### src/rtl/uart_tx_drain.sv
`default_nettype none
// +---------------------------------------------------------------------------+
// | Module   : uart_tx_drain                                                  |
// | Brief    : Drains the TX circular buffer and serialises each byte as 8N1. |
// | Revision : 1.0  initial release                                           |
// +---------------------------------------------------------------------------+
module uart_tx_drain #(
  parameter int CLKS_PER_BIT = 234,
  parameter int DEPTH        = 13,
  parameter int PTR_W        = 4
) (
  input  logic             clk,
  input  logic             reset,
  input  logic [PTR_W-1:0] wr_ptr,
  output logic [PTR_W-1:0] rd_addr,
  input  logic [7:0]       rd_data,
  output logic             tx,
  output logic             busy,
  output logic             empty,
  output logic [PTR_W-1:0] pending,
  output logic             byte_done
);

  localparam int                  c_BAUD_W   = $clog2(CLKS_PER_BIT);
  localparam logic [c_BAUD_W-1:0] c_BAUD_MAX = c_BAUD_W'(CLKS_PER_BIT - 1);
  localparam logic [c_BAUD_W-1:0] c_BAUD_ONE = c_BAUD_W'(1);
  localparam logic [PTR_W-1:0]    c_PTR_LAST = PTR_W'(DEPTH - 1);
  localparam logic [PTR_W-1:0]    c_PTR_ONE  = PTR_W'(1);
  localparam logic [PTR_W-1:0]    c_DEPTH    = PTR_W'(DEPTH);

  typedef enum logic [2:0] {
    S_IDLE  = 3'd0,
    S_LOAD  = 3'd1,
    S_START = 3'd2,
    S_DATA  = 3'd3,
    S_STOP  = 3'd4
  } state_t;

  state_t              r_state, w_next_state;
  logic [c_BAUD_W-1:0] r_baud_cnt, w_baud_next;
  logic [2:0]          r_bit_idx, w_bit_next;
  logic [7:0]          r_shift, w_shift_next;
  logic [PTR_W-1:0]    r_rd_ptr, w_rd_ptr_next;
  logic                r_tx, w_tx_next;
  logic                r_byte_done, w_done_next;
  logic                w_baud_end;

  assign rd_addr    = r_rd_ptr;
  assign tx         = r_tx;
  assign byte_done  = r_byte_done;
  assign busy       = (r_state != S_IDLE);
  assign empty      = (r_rd_ptr == wr_ptr);
  assign w_baud_end = (r_baud_cnt == c_BAUD_MAX);

  // Modulo-2^PTR_W arithmetic is exact here because the true result is < DEPTH.
  always_comb begin
    pending = wr_ptr - r_rd_ptr;
    if (wr_ptr < r_rd_ptr) begin
      pending = wr_ptr + c_DEPTH - r_rd_ptr;
    end
  end

  always_ff @(posedge clk or posedge reset) begin
    if (reset) begin
      r_state <= S_IDLE;
    end else begin
      r_state <= w_next_state;
    end
  end

  always_comb begin
    w_next_state  = r_state;
    w_baud_next   = r_baud_cnt;
    w_bit_next    = r_bit_idx;
    w_shift_next  = r_shift;
    w_rd_ptr_next = r_rd_ptr;
    w_done_next   = 1'b0;
    case (r_state)
      S_IDLE: begin
        if (!empty) begin
          w_next_state = S_LOAD;
        end
      end
      S_LOAD: begin
        w_shift_next = rd_data;
        w_baud_next  = '0;
        w_next_state = S_START;
      end
      S_START: begin
        if (w_baud_end) begin
          w_baud_next  = '0;
          w_bit_next   = 3'd0;
          w_next_state = S_DATA;
        end else begin
          w_baud_next = r_baud_cnt + c_BAUD_ONE;
        end
      end
      S_DATA: begin
        if (w_baud_end) begin
          w_baud_next  = '0;
          w_shift_next = {1'b0, r_shift[7:1]};
          if (r_bit_idx == 3'd7) begin
            w_next_state = S_STOP;
          end else begin
            w_bit_next = r_bit_idx + 3'd1;
          end
        end else begin
          w_baud_next = r_baud_cnt + c_BAUD_ONE;
        end
      end
      S_STOP: begin
        if (w_baud_end) begin
          w_baud_next   = '0;
          w_rd_ptr_next = (r_rd_ptr == c_PTR_LAST) ? '0 : r_rd_ptr + c_PTR_ONE;
          w_done_next   = 1'b1;
          w_next_state  = S_IDLE;
        end else begin
          w_baud_next = r_baud_cnt + c_BAUD_ONE;
        end
      end
      default: begin
        w_next_state = S_IDLE;
      end
    endcase
  end

  // tx is registered from the upcoming state so the line changes with the state.
  always_comb begin
    w_tx_next = 1'b1;
    if (w_next_state == S_START) begin
      w_tx_next = 1'b0;
    end else if (w_next_state == S_DATA) begin
      w_tx_next = w_shift_next[0];
    end
  end

  always_ff @(posedge clk or posedge reset) begin
    if (reset) begin
      r_baud_cnt  <= '0;
      r_bit_idx   <= 3'd0;
      r_shift     <= 8'h00;
      r_rd_ptr    <= '0;
      r_tx        <= 1'b1;
      r_byte_done <= 1'b0;
    end else begin
      r_baud_cnt  <= w_baud_next;
      r_bit_idx   <= w_bit_next;
      r_shift     <= w_shift_next;
      r_rd_ptr    <= w_rd_ptr_next;
      r_tx        <= w_tx_next;
      r_byte_done <= w_done_next;
    end
  end

endmodule
`default_nettype wire
### config.mk
export PLATFORM = sky130hd
export DESIGN_NAME = uart_tx_drain
export DESIGN_NICKNAME = d
export VERILOG_FILES = /design/src/rtl/uart_tx_drain.sv
export SDC_FILE = /design/constraint.sdc
export NUM_CORES = 1
export LEC_CHECK = 0
export BUFFER_PORTS_ARGS = -buffer_cell sky130_fd_sc_hd__buf_2
export CAP_MARGIN = 10
export CORE_AREA = 5 5 66 68
export CTS_CLUSTER_SIZE = 25
export DETAILED_ROUTE_END_ITERATION = 10
export DIE_AREA = 0 0 71 73
export GPL_TIMING_DRIVEN = 0
export PLACE_DENSITY = 0.72
export SLEW_MARGIN = 20
export SYNTH_ARGS = -nofsm -noshare
export SYNTH_HDL_FRONTEND = slang
export SYNTH_SLANG_ARGS = --single-unit
### constraint.sdc
create_clock -name clk -period 3.5 [get_ports clk]
set_input_delay 1.05 -clock clk [delete_from_list [all_inputs] [get_ports clk]]
set_output_delay 1.05 -clock clk [all_outputs]
set_load 0.1 [all_outputs]
* Yosys cells after proc, flatten, opt, wreduce, memory -nomap -nowiden
Index checks and enable logic that the tools add are counted.
** Operators by class
- Add/sub/neg operators :: 6
- Multiply operators :: 0
- Divide/modulo/power cells :: 0
- Order comparisons :: 1
- Equal/unequal tests :: 13
- Shift-type cells :: 0
- Multiplexer cells :: 20
- Bitwise gates (word level) :: 0
- Reduce and logical (&&, ||, !) cells :: 9
** Operators by type and width (number)
- 8-bit one-hot mux with 2 select lines :: 2
- 3-bit 2-to-1 mux :: 8
- 8-bit 2-to-1 mux :: 2
- 3-bit one-hot mux with 5 select lines :: 1
- 3-bit by 2-bit equality test with 1-bit output (second input constant) :: 4
- 8-bit by 1-bit adder with 8-bit output (second input constant) :: 1
- 8-bit equality test (second input constant) :: 1
- 4-bit 2-to-1 mux :: 2
- 4-bit subtractor :: 2
- 3-bit equality test (second input constant) :: 2
- 2-bit != test (second input constant) :: 3
- 3-bit one-hot mux with 2 select lines :: 1
- 2-bit nonzero test :: 3
- 4-bit by 1-bit adder with 4-bit output (second input constant) :: 1
- 4-bit adder (second input constant) :: 1
- 4-bit equality test :: 1
- 4-bit equality test (second input constant) :: 1
- 4-bit < comparator :: 1
- 1-bit 2-to-1 mux :: 4
- 2-bit AND reduction :: 2
- 4-bit AND reduction :: 1
- 3-bit by 1-bit adder with 3-bit output (second input constant) :: 1
- 3-bit by 1-bit equality test with 1-bit output (second input constant) :: 1
- 3-bit zero test :: 1
- other kinds (2) :: 2
** Word-level totals
- Register bits :: 28
- Latch bits :: 0
- Bits in writable memories :: 0
- ROM bits :: 0
- Input bits :: 14
- Output and inout port bits :: 12
- Logic and storage cells :: 57
- Memories kept :: 0

* Logic depth before layout (Yosys ltp)
Gate-level depths: netlist (run 1).
- Depth in word-level cells :: 7
- Gate-level depth with buffers :: 9
- Depth with buffers taken out :: 9

* Least setup slack after synthesis (run 1)
No wires, ideal clock.
- Path kind :: input to output
- Start :: input wr_ptr[1]
- End :: output pending[2]
- Arrival :: 4.187 ns
- Data required time :: 2.450 ns
- Path slack :: -1.737 ns
- Stages on the path :: 7
- Cells stage by stage :: inv_1 ha_1 inv_1 ha_1 inv_1 fa_1 o21ai_0
** Between the ends
- Cells in the longest elaborated chain, start to end :: 3
- Elaborated cells on any way between the ends :: 5
- Classes of those cells :: 3 x add/sub; 1 x order compare; 1 x mux
** Ends and longest elaborated chain
- from (decl) :: line 14 : input logic [PTR_W-1:0] wr_ptr,
- 4-bit adder :: line 59 : pending = wr_ptr + c_DEPTH - r_rd_ptr;
- 4-bit subtractor :: line 59
- 4-bit 2-to-1 mux * :: line 58 : if (wr_ptr < r_rd_ptr) begin
- to (decl) :: line 20 : output logic [PTR_W-1:0] pending,
Mark *: on every way between the ends. The rest lies on a longest branch, timed or not.

* Worst setup path after layout (run 1)
- Start :: input wr_ptr[1]
- End :: output pending[3]
Same word-level chain as after synthesis.

==> results.yml, run 1 <==
critical_path:
  timing.critical_path.slowest_cell_delay_ns: 0.37
  critPathCaptureType: "output pin"
  crit_path_start_kind: "input pin"
  timing.critical_path.max_delay_family: "adder cells"
  cp_cell_sequence: "buf_8 -> inv_8 -> ha_4 -> inv_4 -> ha_4 -> inv_4 -> fa_2 -> xor2_2 -> mux2i_4 -> xor2_4 -> buf_12"
  critical-path-slowest-cell: "fa_2"
  timing.critical_path.arrival_ns: 2.75
  critical_path_required_ns: 2.45
  cp_num_buf_inv: 5
  worstSetupPathType: "in -> out"
  critical_path_peak_fanout: 2
clocking:
  total_clock_sinks: 28
  insertion_delay_to_the_later_sink_of_the_worst_skew_pair_ns: 0.28
  cts.hold.buffers_added: 0
  clock-root-buffer: "clkbuf_8"
  tritoncts.num_buffers: 3
  clk_pin_slew_ns: 0.09
  max-clock-path-buffers: 2
  tritoncts: "done"
  cts_h_tree_depth: 1
final_layout:
  syn2layout_area_growth_pct: 29.8
  fin_util_pct: 59.7
  final_layout_size_suffix_gt1_share_pct: 30.4
  mostFrequentLayoutCell: "dfrtp_1"
  layout.nets: 248
  antenna_cells: 0
  final_cell_mix: "dfrtp_1 (26), buf_2 (22), nand2_1 (20), o21ai_0 (17), inv_1 (13)"
  filler_cell_count: 337
yosys:
  synth.ff_latch_count: 28
  yosysTopAreaCellShare_pct: 38.6
  synth_warnings: 0
  synth-main-ff-cell: "dfrtp_1"
  yosysSeqAreaShare_pct: 40.1
  synth_enable_flop_cells: 0
  asyncSetResetFlopFracSynth_pct: 100
  synth_top_area_cell: "dfrtp_1"
  post_synth.cell_area_avg_sq_um: 9.51
  yosys.cell_types.count: 44
  synth_area_sq_mm: 0.00175
  synthesis.nets: 214
  syn_inst: 184
  synth_top_cells_by_area: "dfrtp_1 (39%), ha_1 (10%), o21ai_0 (5.4%)"
die:
  floorplan.die_area_sq_mm: 0.00518
  dieHeight_microns: 73
  num_rows: 23
  floorplan.die.width_microns: 71
  core_outline_area_sq_mm: 0.00380
  start_util_pct: 46.0
  i_o_pin_count: 26
timing:
  rsz0062_at_grt: "yes"
  setup_ws_ns: -0.301
  final_min_period_over_clock_period_pct: 109
  worst_slew_pin_slew_ns: 0.589
  fmax_mhz: 263
  timing_max_transition_violations_final: 0
  final-hold-violation-count: 0
  min_period_ns: 3.80
  finClkSkew_ns: 0.00529
  count_of_final_setup_violators: 4
  hold-worst-slack_ns: 0.483
  worst_slew_margin_rel_pct: 60.7
drt:
  num_vias: 1418
  routedWlPerCell_microns: 13.9
  dr.first_iter.drc_count: 69
  post_drt_via_cell_ratio: 5.31
  post-route-drc-count: 0
  dr.pass1.iters: 4
  drt_wl_total_microns: 3720
  drt.antenna.violating_nets: 0
power_and_ir_drop:
  power_switching_uw: 318
  power.combinational.fraction_pct: 31.3
  pwr_density_cell_mw_per_mm2: 395
  leakage_nw: 1.05
  power.sequential.fraction_pct: 48.6
  internal_power_uw: 580
  max-vdd-ir-drop_mv: 0.311
  swShare_pct: 35.4
  clock_share_of_power_pct: 20.1
global_routing:
  globalRouteTotalUtil_pct: 15.8
  grt_overflow: 0
  number_of_antenna_violations_at_the_first_check_in_global_routing: 0
  via_count_of_the_first_global_routing_pass: 1360
  grt_start_max_net_pins: 29
  grt_pass1_wl_microns: 6510
placement:
  detailed_place_hpwl_microns: 2540
  replace_congestion: 0.770
  numPortBuffers: 25
hold_path:
  holdCritPathClass: "reg -> reg"
run_status:
  run_status: "finished, violations left"
  violations: "negative setup slack"
job:
  max_cap_violations: 0
[cell families after synthesis]
family / Yosys count / share of synthesized area (%)
compound gates: 48 / 19.0
xor+xnor: 5 / 2.50
fa+ha+maj: 16 / 12.3
buf+inv: 27 / 6.65
flops: 28 / 40.1
mux: 2 / 1.14
simple gates: 58 / 18.3
[worst paths after layout]
| check | end | start | cells after the start | slack (ns) |
|---|---|---|---|---|
| worst max-delay path | pending[3] | wr_ptr[1] | 11 | -0.30 |
| worst min-delay path | r_baud_cnt[7] | r_baud_cnt[7] | 1 | 0.48 |
| worst max register to register | r_shift[2] | r_baud_cnt[1] | 8 | 1.61 |
| worst min register to register | r_baud_cnt[7] | r_baud_cnt[7] | 1 | 0.48 |
| max in group asynchronous | rd_addr[1] | reset | 2 | 2.26 |
| min in group asynchronous | byte_done | reset | 2 | 0.83 |
[routing by layer]
metal / global-route usage, % / share of wire (%) / vias to the layer above
li1: - / - / 710
met1: 20.4 / 45 / 665
met2: 27.2 / 50 / 38
met3: 2.48 / 3.7 / 5
met4: 5.01 / 1.5 / 0
met5: 0 / 0 / -
[power groups by stage]
stage / Clock, mW / Combinational (mW) / Sequential (mW)
global route: 0.201 / 0.309 / 0.446
detailed placement: 0 / 0.244 / 0.441
global placement: 0 / 0.238 / 0.438
finish: 0.181 / 0.281 / 0.436
floorplan: 0 / 0.190 / 0.440
CTS: 0.188 / 0.276 / 0.435
[timing repair]
action	in CTS	in global routing
buffers inserted	2	2
pin swaps	8	4
gates resized for setup	31	3
setup endpoints to repair	4	4
endpoints found under the hold margin	0	0
[per-stage QoR]
step | total power [mW] | worst slack, ns | area (sq um) | instances | setup TNS (ns)
global route | 0.956 | -0.352 | 2270 | 267 | -0.980
global placement | 0.677 | -0.652 | 2050 | 259 | -1.71
detailed placement | 0.685 | -0.698 | 2050 | 259 | -1.93
floorplan | 0.630 | -0.443 | 1860 | 184 | -1.60
finish | 0.897 | -0.301 | 2270 | 267 | -0.724
CTS | 0.899 | -0.297 | 2240 | 265 | -0.458
[final cells by class]
cell class	count	area, sq um	share of cell area, %
multi-input combinational	129	1070	47.0
buffer	8	52.6	2.32
tap	50	62.6	2.76
clock buffer	4	45.0	1.98
timing repair buffer	29	244	10.7
sequential	28	703	31.0
inverter	19	96.3	4.24
[registers in the layout (all words and copies together), names as in the netlist]
signal,count
byte_done,1
r_state,3
r_shift,8
r_baud_cnt,8
r_bit_idx,3
tx,1
rd_addr,4
[synthesized netlist by cell type, drive strengths merged, types with 3 or more instances]
cell    count
nand2b      3
a222oi      6
xor2        4
a22o        4
nor3        6
buf         6
nor2        6
nand4       3
a21oi       6
dfrtp      27
inv        19
o21ai      24
nand3       7
or2         3
ha         14
nand2      20
Note: power is estimated with default switching activity, not from simulation.
==> run 2: changes to the inputs <==
Settings changed: CORE_AREA 5 5 66 68 to 5 5 76 78, DIE_AREA 0 0 71 73 to 0 0 81 83, PLACE_DENSITY 0.72 to 0.57, SETUP_SLACK_MARGIN set to 0.15.
==> run 2 against run 1 <==
Net effect:
- the flow still finishes with violations (negative setup slack)
- critical path depth stayed put
- register-to-register slack got worse by 0.02 ns
- utilization shrank 13 points
- largest cell class unchanged
- clock power up 41%
- cell area is 3.8% higher
- largest power group unchanged
- maximum frequency up 1.1%
==> results.yml, run 2 (synthesis results as in run 1) <==
final_layout:
  filler_cell_count: 509
  multi_input_area_sq_mm: 0.00108
  antenna_cells: 0
  seqCellArea_sq_um: 703
  final_layout_size_suffix_gt1_share_pct: 32.9
  mostFrequentLayoutCell: "dfrtp_1"
  syn2layout_area_growth_pct: 34.7
  final_cells: 289
  final_cell_mix: "dfrtp_1 (26), buf_2 (21), nand2_1 (19), o21ai_0 (17), inv_1 (12)"
  layout.nets: 250
die:
  floorplan.die.width_microns: 81
  dieHeight_microns: 83
  num_rows: 26
  floorplan.die_area_sq_mm: 0.00672
  start_util_pct: 34.9
  core_outline_area_sq_mm: 0.00501
  i_o_pin_count: 26
clocking:
  total_clock_sinks: 28
  clock-root-buffer: "clkbuf_8"
  insertion_delay_to_the_later_sink_of_the_worst_skew_pair_ns: 0.27
  clk_pin_slew_ns: 0.10
  max-clock-path-buffers: 2
  cts.hold.buffers_added: 0
  tritoncts.num_buffers: 3
  tritoncts: "done"
  cts_h_tree_depth: 1
global_routing:
  grt_pass1_wl_microns: 6330
  grt_overflow: 0
  grtUsageMet2_pct: 19.0
  globalRouteTotalUtil_pct: 11.4
  number_of_antenna_violations_at_the_first_check_in_global_routing: 0
  via_count_of_the_first_global_routing_pass: 1385
  grt_start_max_net_pins: 29
  grt.met1_usage_pct: 15.1
  global_route_track_usage_on_met3_pct: 1.52
  global_route.peak_usage_layer: "met2"
drt:
  dr.pass1.iters: 5
  dr.first_iter.drc_count: 79
  post-route-drc-count: 0
  routedWlPerCell_microns: 12.7
  post_drt_via_cell_ratio: 4.85
  num_vias: 1403
  drt_wl_total_microns: 3670
  drt.antenna.violating_nets: 0
critical_path:
  r2r_start: "r_baud_cnt[1]"
  worstSetupPathType: "in -> out"
  timing.critical_path.arrival_ns: 2.71
  crit_path_start_kind: "input pin"
  rr_endpoint: "r_shift[4]"
  reg2reg_depth: 8
  critical_path_peak_fanout: 2
  critPathCaptureType: "output pin"
  slack_of_the_worst_reg_to_reg_path_ns: 1.59
  critical_path_required_ns: 2.45
power_and_ir_drop:
  swShare_pct: 32.7
  power.combinational.fraction_pct: 29.0
  internal_power_uw: 654
  power_switching_uw: 318
  power.sequential.fraction_pct: 44.7
  leakage_nw: 1.08
  max-vdd-ir-drop_mv: 0.256
  clock_share_of_power_pct: 26.3
  pwr_density_cell_mw_per_mm2: 413
hold_path:
  holdCritPathClass: "reg -> reg"
  min_to: "r_baud_cnt[7]"
  min_from: "r_baud_cnt[7]"
  worst_hold_path.num_cells: 1
timing:
  setup_total_negative_slack_ns: -0.472
  setup_ws_ns: -0.259
  hold-worst-slack_ns: 0.508
  worst_slew_pin_slew_ns: 0.595
  fmax_mhz: 266
  final-hold-violation-count: 0
  timing_max_transition_violations_final: 0
  count_of_final_setup_violators: 4
  min_period_ns: 3.76
  rsz0062_at_grt: "yes"
  final_min_period_over_clock_period_pct: 107
  finClkSkew_ns: 0.00437
  worst_slew_margin_rel_pct: 60.3
placement:
  numPortBuffers: 25
  replace_congestion: 0.715
  dp_slack_ns: -0.673
  detailed_place_hpwl_microns: 2590
  placed_cells: 279
run_status:
  run_status: "finished, violations left"
  violations: "negative setup slack"
job:
  max_cap_violations: 0
==> run 2: cell type report <==
cell class | count | share of cell area (%)
sequential | 28 | 29.8
inverter | 19 | 3.88
buffer | 8 | 2.23
clock inverter | 1 | 1.27
timing repair buffer | 31 | 11.4
multi-input combinational | 129 | 45.9
clock buffer | 3 | 1.75
tap | 70 | 3.72
==> run 2: critical path, cell delays in order <==
cell and delay, ns:
buf_8 0.10, inv_6 0.05, ha_4 0.19, inv_4 0.06, ha_4 0.11, inv_2 0.03
fa_2 0.37, xor2_2 0.17, mux2i_4 0.20, xor2_4 0.18, buf_12 0.19
==> run 2: through the flow <==
| stage | total power, mW | util, % | instance area, sq um |
|---|---|---|---|
| 3_5_place_dp | 0.683 | 41.5 | 2080 |
| 6_report | 0.973 | 47.0 | 2360 |
| 5_1_grt | 1.03 | 47.0 | 2360 |
| 4_1_cts | 0.974 | 46.0 | 2310 |
| 2_1_floorplan | 0.630 | - | 1860 |
| 3_3_place_gp | 0.679 | 41.5 | 2080 |
==> run 2: power by group through the flow <==
stage	Clock (mW)	Sequential (mW)	Combinational, mW
global route	0.274	0.444	0.312
global placement	0	0.440	0.239
CTS	0.265	0.434	0.275
floorplan	0	0.440	0.190
finish	0.256	0.435	0.282
detailed placement	0	0.438	0.245
==> run 2: timing repair <==
action / CTS / global route
resized for setup: 33 / 7
setup buffers: 4 / 2
pin swaps: 7 / 2
setup endpoints to repair: 5 / 4
==> run 2: per-layer routing <==
layer / wire, microns / share of wire, % / up-vias
met2: 1840 / 50 / 22
li1: - / - / 711
met5: 0 / 0 / -
met1: 1670 / 45 / 668
met3: 129 / 3.5 / 2
met4: 26 / 0.71 / 0
==> run 2: how the worst max path moves through the flow <==
stage | from | to | cells past startpoint
floorplan | wr_ptr[0] | pending[3] | 9
global placement | wr_ptr[0] | pending[3] | 11
detailed placement | wr_ptr[0] | pending[3] | 11
CTS | wr_ptr[1] | pending[3] | 11
global route | wr_ptr[0] | pending[3] | 11
finish | wr_ptr[1] | pending[3] | 11
==> run 3: changes to the inputs <==
Settings changed: PLACE_DENSITY 0.57 to 0.55.
Clock period 3.5 ns to 4.35 ns, I/O delays scaled along.
==> run 3 against run 2 <==
Net effect:
- the run now ends clean
- sequential power shrank 20%
- power decreased by 20%
- clock power decreased by 20%
- clock skew about the same
- clock-buffer cell count stayed put
- cell count is 0.69% lower
- register-to-register slack better by 0.88 ns
- utilization decreased by 0.97 points
==> results.yml, run 3 (synthesis results as in run 1) <==
run_status:
  run_status: "finished clean"
placement:
  placed_cells: 279
  replace_congestion: 0.697
  detailed_place_hpwl_microns: 2680
  dp_slack_ns: -0.341
  numPortBuffers: 25
critical_path:
  crit_path_start_kind: "input pin"
  critical_path_required_ns: 3.04
  cp_cell_sequence: "buf_6 -> inv_4 -> ha_4 -> inv_4 -> ha_4 -> inv_2 -> fa_2 -> xor2_2 -> mux2i_4 -> xor2_4 -> buf_12"
  worstSetupPathType: "in -> out"
  critical_path_peak_fanout: 2
  slack_of_the_worst_reg_to_reg_path_ns: 2.47
  timing.critical_path.arrival_ns: 2.99
  timing.critical_path.slowest_cell_delay_ns: 0.36
  cp_num_buf_inv: 5
  critPathCaptureType: "output pin"
  timing.critical_path.max_delay_family: "adder cells"
  critical-path-slowest-cell: "fa_2"
timing:
  final_min_period_over_clock_period_pct: 98.8
  fmax_mhz: 233
  worst_slew_margin_rel_pct: 60.8
  count_of_final_setup_violators: 0
  worst_slew_pin_slew_ns: 0.588
  hold-worst-slack_ns: 0.495
  final-hold-violation-count: 0
  timing_max_transition_violations_final: 0
  finClkSkew_ns: 0.00393
  min_period_ns: 4.30
  setup_ws_ns: 0.0517
  rsz0062_at_grt: "yes"
final_layout:
  syn2layout_area_growth_pct: 31.9
  antenna_cells: 0
  final_cell_mix: "dfrtp_1 (27), buf_2 (22), nand2_1 (19), o21ai_0 (17), inv_1 (13)"
  final_cells: 287
  layout.nets: 248
  final_layout_size_suffix_gt1_share_pct: 30.9
  mostFrequentLayoutCell: "dfrtp_1"
  filler_cell_count: 504
global_routing:
  grt_start_max_net_pins: 29
  via_count_of_the_first_global_routing_pass: 1370
  globalRouteTotalUtil_pct: 11.6
  grt_overflow: 0
  number_of_antenna_violations_at_the_first_check_in_global_routing: 0
  grt_pass1_wl_microns: 6320
clocking:
  clock-root-buffer: "clkbuf_8"
  cts_h_tree_depth: 1
  insertion_delay_to_the_later_sink_of_the_worst_skew_pair_ns: 0.27
  max-clock-path-buffers: 2
  tritoncts.num_buffers: 3
  cts.hold.buffers_added: 0
  tritoncts: "done"
  clk_pin_slew_ns: 0.09
  total_clock_sinks: 28
hold_path:
  holdCritPathClass: "reg -> reg"
drt:
  num_vias: 1435
  post-route-drc-count: 0
  drt.antenna.violating_nets: 0
  dr.first_iter.drc_count: 62
  post_drt_via_cell_ratio: 5.00
  routedWlPerCell_microns: 13.2
  dr.pass1.iters: 5
  drt_wl_total_microns: 3780
power_and_ir_drop:
  leakage_nw: 1.06
  post-layout-total-power_uw: 777
  max-vdd-ir-drop_mv: 0.199
  pwr_density_cell_mw_per_mm2: 337
job:
  max_cap_violations: 0
die:
  floorplan.die_area_sq_mm: 0.00672
  num_rows: 26
  core_outline_area_sq_mm: 0.00501
  i_o_pin_count: 26
  dieHeight_microns: 83
  floorplan.die.width_microns: 81
  start_util_pct: 34.9
## run 3: cell type report
class,instances,area (sq um),share of cell area (%)
buffer,8,52.6,2.28
multi-input combinational,129,1070,46.3
timing repair buffer,29,236,10.2
tap,70,87.6,3.80
clock inverter,1,30.0,1.30
clock buffer,3,41.3,1.79
inverter,19,88.8,3.85
sequential,28,702,30.4
## run 3: final timing paths
check | from | end | cells past startpoint
min in group asynchronous | reset | rd_addr[1] | 2
setup reg to reg | r_baud_cnt[1] | rd_addr[3] | 9
hold / removal | r_baud_cnt[7] | r_baud_cnt[7] | 1
setup / recovery | wr_ptr[1] | pending[3] | 11
max in group asynchronous | reset | r_baud_cnt[6] | 2
hold reg to reg | r_baud_cnt[7] | r_baud_cnt[7] | 1
## run 3: power by group
group / leakage (nW) / switching, mW / total, mW / internal, mW
clock network: 0.0357 / 0.0814 / 0.205 / 0.123
registers: 0.354 / 0.0431 / 0.350 / 0.307
logic: 0.670 / 0.130 / 0.223 / 0.0928
## run 3: worst reg2reg max path: stages, from the launching register on
cell and delay (ns):
dfrtp_1 0.42, inv_1 0.07, ha_1 0.13, nand4_1 0.12, nor4b_2 0.27, buf_4 0.23
buf_6 0.17, nand4_4 0.12, o21ai_2 0.16, o41ai_2 0.08
## run 3: through the flow
stage	cell area (sq um)	TNS, ns	utilization [%]
3_5_place_dp	2080	-0.470	41.4
4_1_cts	2230	0	44.5
3_3_place_gp	2080	-0.451	41.4
2_1_floorplan	1860	-0.302	-
5_1_grt	2310	-0.0164	46.1
6_report	2310	0	46.1
## run 3: timing repair
| action | in CTS | in global routing |
|---|---|---|
| setup endpoints to repair | 4 | 3 |
| pin swaps | 6 | 2 |
| gates resized for setup | 16 | 13 |
| buffers inserted | 3 | 1 |
## run 3: per-layer routing
layer	share of wire [%]	global-route usage (%)	routed length, microns	vias to the layer above
met1	46	15.3	1720	688
met4	1.3	3.69	48	0
li1	-	-	-	712
met2	50	19.2	1880	30
met3	3.5	1.52	132	5
met5	0	0	0	-
